--- config.mk ---
export PLATFORM = sky130hd
export DESIGN_NAME = clint_timer
export DESIGN_NICKNAME = d
export VERILOG_FILES = /design/src/rtl/clint_timer.sv
export SDC_FILE = /design/constraint.sdc
export NUM_CORES = 1
export LEC_CHECK = 0
export ABC_AREA = 1
export BUFFER_PORTS_ARGS = -buffer_cell sky130_fd_sc_hd__buf_2
export CORE_AREA = 2 2 148 150
export DETAILED_ROUTE_END_ITERATION = 12
export DIE_AREA = 0 0 150 152
export PLACE_DENSITY = 0.81
export SLEW_MARGIN = 20
export SYNTH_ARGS = -nofsm -noshare
export SYNTH_HDL_FRONTEND = slang
export SYNTH_SLANG_ARGS = --single-unit
--- constraint.sdc ---
create_clock -name clock -period 14.5 [get_ports clock]
set_input_delay 1.45 -clock clock [delete_from_list [all_inputs] [get_ports clock]]
set_output_delay 1.45 -clock clock [all_outputs]
set_load 0.1 [all_outputs]
--- src/rtl/clint_timer.sv ---
`timescale 1ns/1ps
// clint_timer: core-local interruptor with prescaled 64-bit mtime, per-hart mtimecmp/msip and an AXI-lite slave.
// Define CLINT_MTIME_SNAPSHOT_EN so that a read of mtime low latches the high word for coherent 64-bit reads.
module clint_timer #(
    parameter int NHART = 1,
    parameter int DIV   = 1
) (
    input  logic             clock,
    input  logic             reset,
    input  logic             arvalid_i,
    output logic             arready_o,
    input  logic [31:0]      araddr_i,
    output logic             rvalid_o,
    input  logic             rready_i,
    output logic [31:0]      rdata_o,
    output logic [1:0]       rresp_o,
    input  logic             awvalid_i,
    output logic             awready_o,
    input  logic [31:0]      awaddr_i,
    input  logic             wvalid_i,
    output logic             wready_o,
    input  logic [31:0]      wdata_i,
    input  logic [3:0]       wstrb_i,
    output logic             bvalid_o,
    input  logic             bready_i,
    output logic [1:0]       bresp_o,
    output logic [NHART-1:0] msip_o,
    output logic [NHART-1:0] mtip_o
);
    localparam int PW = DIV > 1 ? $clog2(DIV) : 1;
    localparam int HW = NHART > 1 ? $clog2(NHART) : 1;

    typedef enum logic [1:0] {K_ERR, K_MSIP, K_CMP, K_TIME} kind_t;
    typedef struct packed {
        kind_t      kind;
        logic [2:0] h;
        logic       hi;
    } dec_t;

    // Only offset bits [15:0] are decoded; unaligned or out-of-range harts fall through to K_ERR.
    function automatic dec_t decode(input logic [31:0] addr);
        logic [15:0] off;
        off = addr[15:0];
        decode = '{kind: K_ERR, h: 3'd0, hi: 1'b0};
        if (off[1:0] == 2'b00) begin
            if (off[15:5] == 11'd0 && 32'(off[4:2]) < NHART)
                decode = '{kind: K_MSIP, h: off[4:2], hi: 1'b0};
            else if (off[15:6] == 10'h100 && 32'(off[5:3]) < NHART)
                decode = '{kind: K_CMP, h: off[5:3], hi: off[2]};
            else if (off[15:3] == 13'h17FF)
                decode = '{kind: K_TIME, h: 3'd0, hi: off[2]};
        end
    endfunction

    function automatic logic [31:0] merge(input logic [31:0] old, input logic [31:0] wd, input logic [3:0] strb);
        for (int b = 0; b < 4; b++)
            merge[8*b +: 8] = strb[b] ? wd[8*b +: 8] : old[8*b +: 8];
    endfunction

    logic [63:0]      mtime, mtime_inc, mtime_nxt;
    logic [PW-1:0]    pre;
    logic [63:0]      mtimecmp [NHART];
    logic [NHART-1:0] msip, mtip;
    logic             tick, wr, rd, wr_lo, wr_hi;
    dec_t             wd, rdc;
    logic [HW-1:0]    rh;
    logic [31:0]      rd_val, mtime_hi_rd;

    assign wd        = decode(awaddr_i);
    assign rdc       = decode(araddr_i);
    assign rh        = rdc.h[HW-1:0];
    assign wr        = awvalid_i & wvalid_i & ~bvalid_o;
    assign awready_o = wr;
    assign wready_o  = wr;
    assign arready_o = ~rvalid_o;
    assign rd        = arvalid_i & ~rvalid_o;
    assign tick      = pre == PW'(DIV - 1);
    assign wr_lo     = wr && wd.kind == K_TIME && !wd.hi;
    assign wr_hi     = wr && wd.kind == K_TIME && wd.hi;
    assign mtime_inc = mtime + 64'd1;
    assign msip_o    = msip;
    assign mtip_o    = mtip;

    // A written word overrides its own tick; a low write also blocks the carry into the high word.
    assign mtime_nxt = {wr_hi ? merge(mtime[63:32], wdata_i, wstrb_i) :
                        (tick && !wr_lo) ? mtime_inc[63:32] : mtime[63:32],
                        wr_lo ? merge(mtime[31:0], wdata_i, wstrb_i) :
                        tick ? mtime_inc[31:0] : mtime[31:0]};

`ifdef CLINT_MTIME_SNAPSHOT_EN
    logic [31:0] shadow;
    always_ff @(posedge clock or posedge reset) begin
        if (reset)
            shadow <= '0;
        else if (rd && rdc.kind == K_TIME && !rdc.hi)
            shadow <= mtime[63:32];
    end
    assign mtime_hi_rd = shadow;
`else
    assign mtime_hi_rd = mtime[63:32];
`endif

    always_comb begin
        rd_val = rdc.kind == K_MSIP ? {31'd0, msip[rh]} :
                 rdc.kind == K_CMP  ? (rdc.hi ? mtimecmp[rh][63:32] : mtimecmp[rh][31:0]) :
                 rdc.kind == K_TIME ? (rdc.hi ? mtime_hi_rd : mtime[31:0]) : 32'd0;
    end

    always_ff @(posedge clock or posedge reset) begin
        if (reset) begin
            mtime    <= '0;
            pre      <= '0;
            msip     <= '0;
            mtip     <= '0;
            for (int h = 0; h < NHART; h++)
                mtimecmp[h] <= '1;
            rvalid_o <= 1'b0;
            rdata_o  <= '0;
            rresp_o  <= '0;
            bvalid_o <= 1'b0;
            bresp_o  <= '0;
        end else begin
            mtime <= mtime_nxt;
            pre   <= (wr_lo || wr_hi || tick) ? '0 : pre + 1'b1;
            for (int h = 0; h < NHART; h++) begin
                if (wr && wd.kind == K_CMP && wd.h == 3'(h) && !wd.hi)
                    mtimecmp[h][31:0] <= merge(mtimecmp[h][31:0], wdata_i, wstrb_i);
                if (wr && wd.kind == K_CMP && wd.h == 3'(h) && wd.hi)
                    mtimecmp[h][63:32] <= merge(mtimecmp[h][63:32], wdata_i, wstrb_i);
                if (wr && wd.kind == K_MSIP && wd.h == 3'(h) && wstrb_i[0])
                    msip[h] <= wdata_i[0];
                mtip[h] <= mtime >= mtimecmp[h];
            end
            if (rd) begin
                rvalid_o <= 1'b1;
                rdata_o  <= rd_val;
                rresp_o  <= rdc.kind == K_ERR ? 2'b10 : 2'b00;
            end else if (rready_i) begin
                rvalid_o <= 1'b0;
            end
            if (wr) begin
                bvalid_o <= 1'b1;
                bresp_o  <= wd.kind == K_ERR ? 2'b10 : 2'b00;
            end else if (bready_i) begin
                bvalid_o <= 1'b0;
            end
        end
    end
endmodule

==> results.sh <==
export IMPL_outcome="completed"
export IMPL_clkLatencyLatePin_ns=0.45
export IMPL_wire_per_inst_um=18.1
export IMPL_place_port_buffers=115
export IMPL_synthTopCellsByArea="dfrtp_1 20%, nand2_1 20%, dfstp_2 13%"
export IMPL_slew_viol_final=0
export IMPL_hp_class="reg2reg"
export IMPL_grt_first_pass_wirelength_um=63700
export IMPL_worst_clock_skew_ns=0.0144
export IMPL_antenna_cells=0
export IMPL_io_pins=150
export IMPL_yosys_area_top_type="dfrtp_1"
export IMPL_setup_viol_count_final=0
export IMPL_final_cell_mix="668 x nand2_1, 220 x inv_1, 178 x nor2_1, 151 x nand3_1, 115 x buf_2"
export IMPL_cts_setup_buffers=0
export IMPL_cp_depth=13
export IMPL_cts_buffers=17
export IMPL_rows=54
export IMPL_grt_pass1_vias=11900
export IMPL_multi_input_area_mm2=0.00715
export IMPL_antenna_found_initial=0
export IMPL_start_util=0.590
export IMPL_place_inst=2215
export IMPL_drt_wl_total_um=40800
export IMPL_crit_path_cell_trace="buf_2 > inv_4 > nand2_1 > nor2_1 > nand3_2 > nand4_2 > inv_2 > nand2_1 > nand2_1 > buf_4 > nand2_1 > nand3_1 > nand2_1"
export IMPL_rsz0062_at_grt="no"
export IMPL_ff2ff_setup_slack_ns=11.66
export IMPL_fin_cells=2247
export IMPL_tightestPinTransition_ns=0.980
export IMPL_ys_warn_count=0
export IMPL_globalplace_congestion=1.01
export IMPL_core_mm2=0.0214
export IMPL_startpoint="awaddr_i[2]"
export IMPL_num_fill_cells=1961
export IMPL_synth_area_mm2=0.0126
export IMPL_worstReg2RegStart="bvalid_o$_DFFE_PP0P_"
export IMPL_worstRegToRegCells=11
export IMPL_start_kind="input pin"
export IMPL_layout_commonest_cell="nand2_1"
export IMPL_setup_slack_ns=10.14
export IMPL_fin_crit_ns=4.36
export IMPL_ir_drop_mv=0.0672
export IMPL_via_per_inst=5.72
export IMPL_place_ws_ns=9.83
export IMPL_criticalPathCategory="in2reg"
export IMPL_worstPathArrival_ns=4.68
export IMPL_finalHoldViolations=0
export IMPL_clk_pin_slew_ns=0.07
export IMPL_cp_end_kind="flip-flop"
export IMPL_cts_tree="built"
export IMPL_die_x_um=150
export IMPL_crit_buf_inv=4
export IMPL_crit_top_cell="nand2_1"
export IMPL_hpwl_um=30600
export IMPL_cts_num_sinks=167
export IMPL_crit_reg2reg_capture="mtime[22]$_DFFE_PP0P_"
export IMPL_critical_path_max_fanout=35
export IMPL_slowest_delay_ns=0.63
export IMPL_p_leak_nw=6.79
export IMPL_grt_overflow=0
export IMPL_cp_top_family="simple AND/OR/NAND/NOR gates"
export IMPL_post_cts_resized=0
export IMPL_whs_ns=0.474
export IMPL_drive_gt1_frac=0.152
export IMPL_cp_required_ns=14.83
export IMPL_finalPower_mw=1.11
export IMPL_fin_util=0.649
export IMPL_postSynthCellCount=1869
export IMPL_synth_area_per_cell_um2=6.74
export IMPL_die_h_um=152
export IMPL_synth_top_area_share=0.205
export IMPL_ys_types=41
export IMPL_clk_path_buf_depth=2
export IMPL_vias=12900
export IMPL_fin_nets=2126
export IMPL_antenna_left=0
export IMPL_seq_area_mm2=0.00426
export IMPL_ys_seq_area_frac=0.338
export IMPL_relSlewSlack=0.346
export IMPL_die_area_mm2=0.0228
export IMPL_critPathSlowestCell="buf_2"
export IMPL_root_buffer="clkbuf_16"
export IMPL_drc_errors=0
export IMPL_post_route_cell_area_mm2=0.0139
export IMPL_cts_hold_buf=0
export IMPL_grt_max_degree=92
export IMPL_drt_first_pass_iters=6
export IMPL_setup_tns_ns=0
export IMPL_place_area_mm2=0.0133
export IMPL_track_usage=0.362
export IMPL_cap_viol_max_count=0
export IMPL_p_per_area_mw_per_mm2=80.2
export IMPL_fin_crit_sh=0.300
export IMPL_ys_seq_elements=167
export IMPL_drt_iter0_markers=1199
export IMPL_max_freq_mhz=230
export IMPL_h_tree_depth=4
export IMPL_critPathCapture="mtime[22]$_DFFE_PP0P_"
export IMPL_area_growth_pct=10.1
-- sequential cells by signal, summed over array words and instances (netlist names) --
name and flops:
rvalid_o 1, mtip_o 1, mtime 64, rdata_o 32
rresp_o 1, bresp_o 1, msip_o 1, mtimecmp 64
pre 1, bvalid_o 1
-- worst min-delay path by stage --
stage,slack [ns],from,cells after the start,end
6_report,0.47,rdata_o[0]$_DFFE_PP0P_,2,rdata_o[0]$_DFFE_PP0P_
5_1_grt,0.50,mtimecmp[37]$_DFFE_PP1P_,2,mtimecmp[37]$_DFFE_PP1P_
4_1_cts,0.48,mtimecmp[37]$_DFFE_PP1P_,2,mtimecmp[37]$_DFFE_PP1P_
3_5_place_dp,0.46,rdata_o[2]$_DFFE_PP0P_,2,rdata_o[2]$_DFFE_PP0P_
3_3_place_gp,0.46,rdata_o[26]$_DFFE_PP0P_,2,rdata_o[26]$_DFFE_PP0P_
2_1_floorplan,0.45,mtimecmp[41]$_DFFE_PP1P_,2,mtimecmp[41]$_DFFE_PP1P_
-- cells by family (layout without fill, tap and decap cells) --
logic type / after synthesis / count (layout) / synth area share
buffers and inverters: 290 / 386 / 0.0948
XOR/XNOR: 53 / 53 / 0.0369
flip-flops: 167 / 167 / 0.338
other: 1 / 3 / 0.000298
AND/OR/NAND/NOR: 1065 / 1065 / 0.356
adder cells (fa/ha/maj): 65 / 65 / 0.0646
AO/OA/AOI/OAI: 228 / 228 / 0.109
-- tightest hold or removal path, stage by stage, from the launching register on --
cell	delay [ns]
dfrtp_1	0.34
nand2_1	0.05
nand2_1	0.05
-- synth_stat cells --
library cell,number
xor2_1,34
inv_1,221
a21oi_2,1
nand2_1,669
nand3_4,8
a21oi_1,63
nor3_1,10
nand4_2,1
nor2_2,4
and2_1,1
nand3_1,151
o21ai_2,38
nand3b_1,1
buf_6,9
clkbuf_2,2
inv_4,1
nor2_8,1
a21boi_0,1
dfstp_2,64
or2_1,2
buf_4,3
nor3b_1,1
nor2_1,178
buf_1,6
nand4_1,23
o21ai_1,52
nand4_4,1
dfrtp_1,103
nand3_2,1
xnor2_1,19
ha_1,65
buf_2,17
conb_1,1
inv_2,8
clkbuf_1,23
o211ai_1,33
nand2_2,10
nor2_4,2
o21ai_0,39
a21o_1,1
or2_2,1
-- cell type report --
cell class | count | share of cell area
repair buffers | 124 | 0.0464
flip-flops and latches | 167 | 0.307
clock buffers | 18 | 0.0317
inverters | 230 | 0.0628
well taps | 280 | 0.0253
multi-input cells | 1414 | 0.516
clock inverters | 14 | 0.0107
-- where the power goes --
part | internal (mW) | leakage [nW] | switching [mW] | total, mW
combinational | 0.0390 | 4.42 | 0.113 | 0.152
sequential | 0.476 | 2.08 | 0.0190 | 0.495
clock | 0.235 | 0.287 | 0.230 | 0.466
total | 0.750 | 6.79 | 0.362 | 1.11
-- metal layers --
layer / share of wire / routed length [um] / vias up / GRT usage
li1: - / - / 6130 / -
met1: 0.42 / 17100 / 5959 / 0.499
met2: 0.45 / 18100 / 675 / 0.565
met3: 0.10 / 4190 / 100 / 0.0712
met4: 0.033 / 1360 / 0 / 0.130
met5: 0 / 0 / - / 0
No activity file was read; power rests on OpenSTA's default activity.
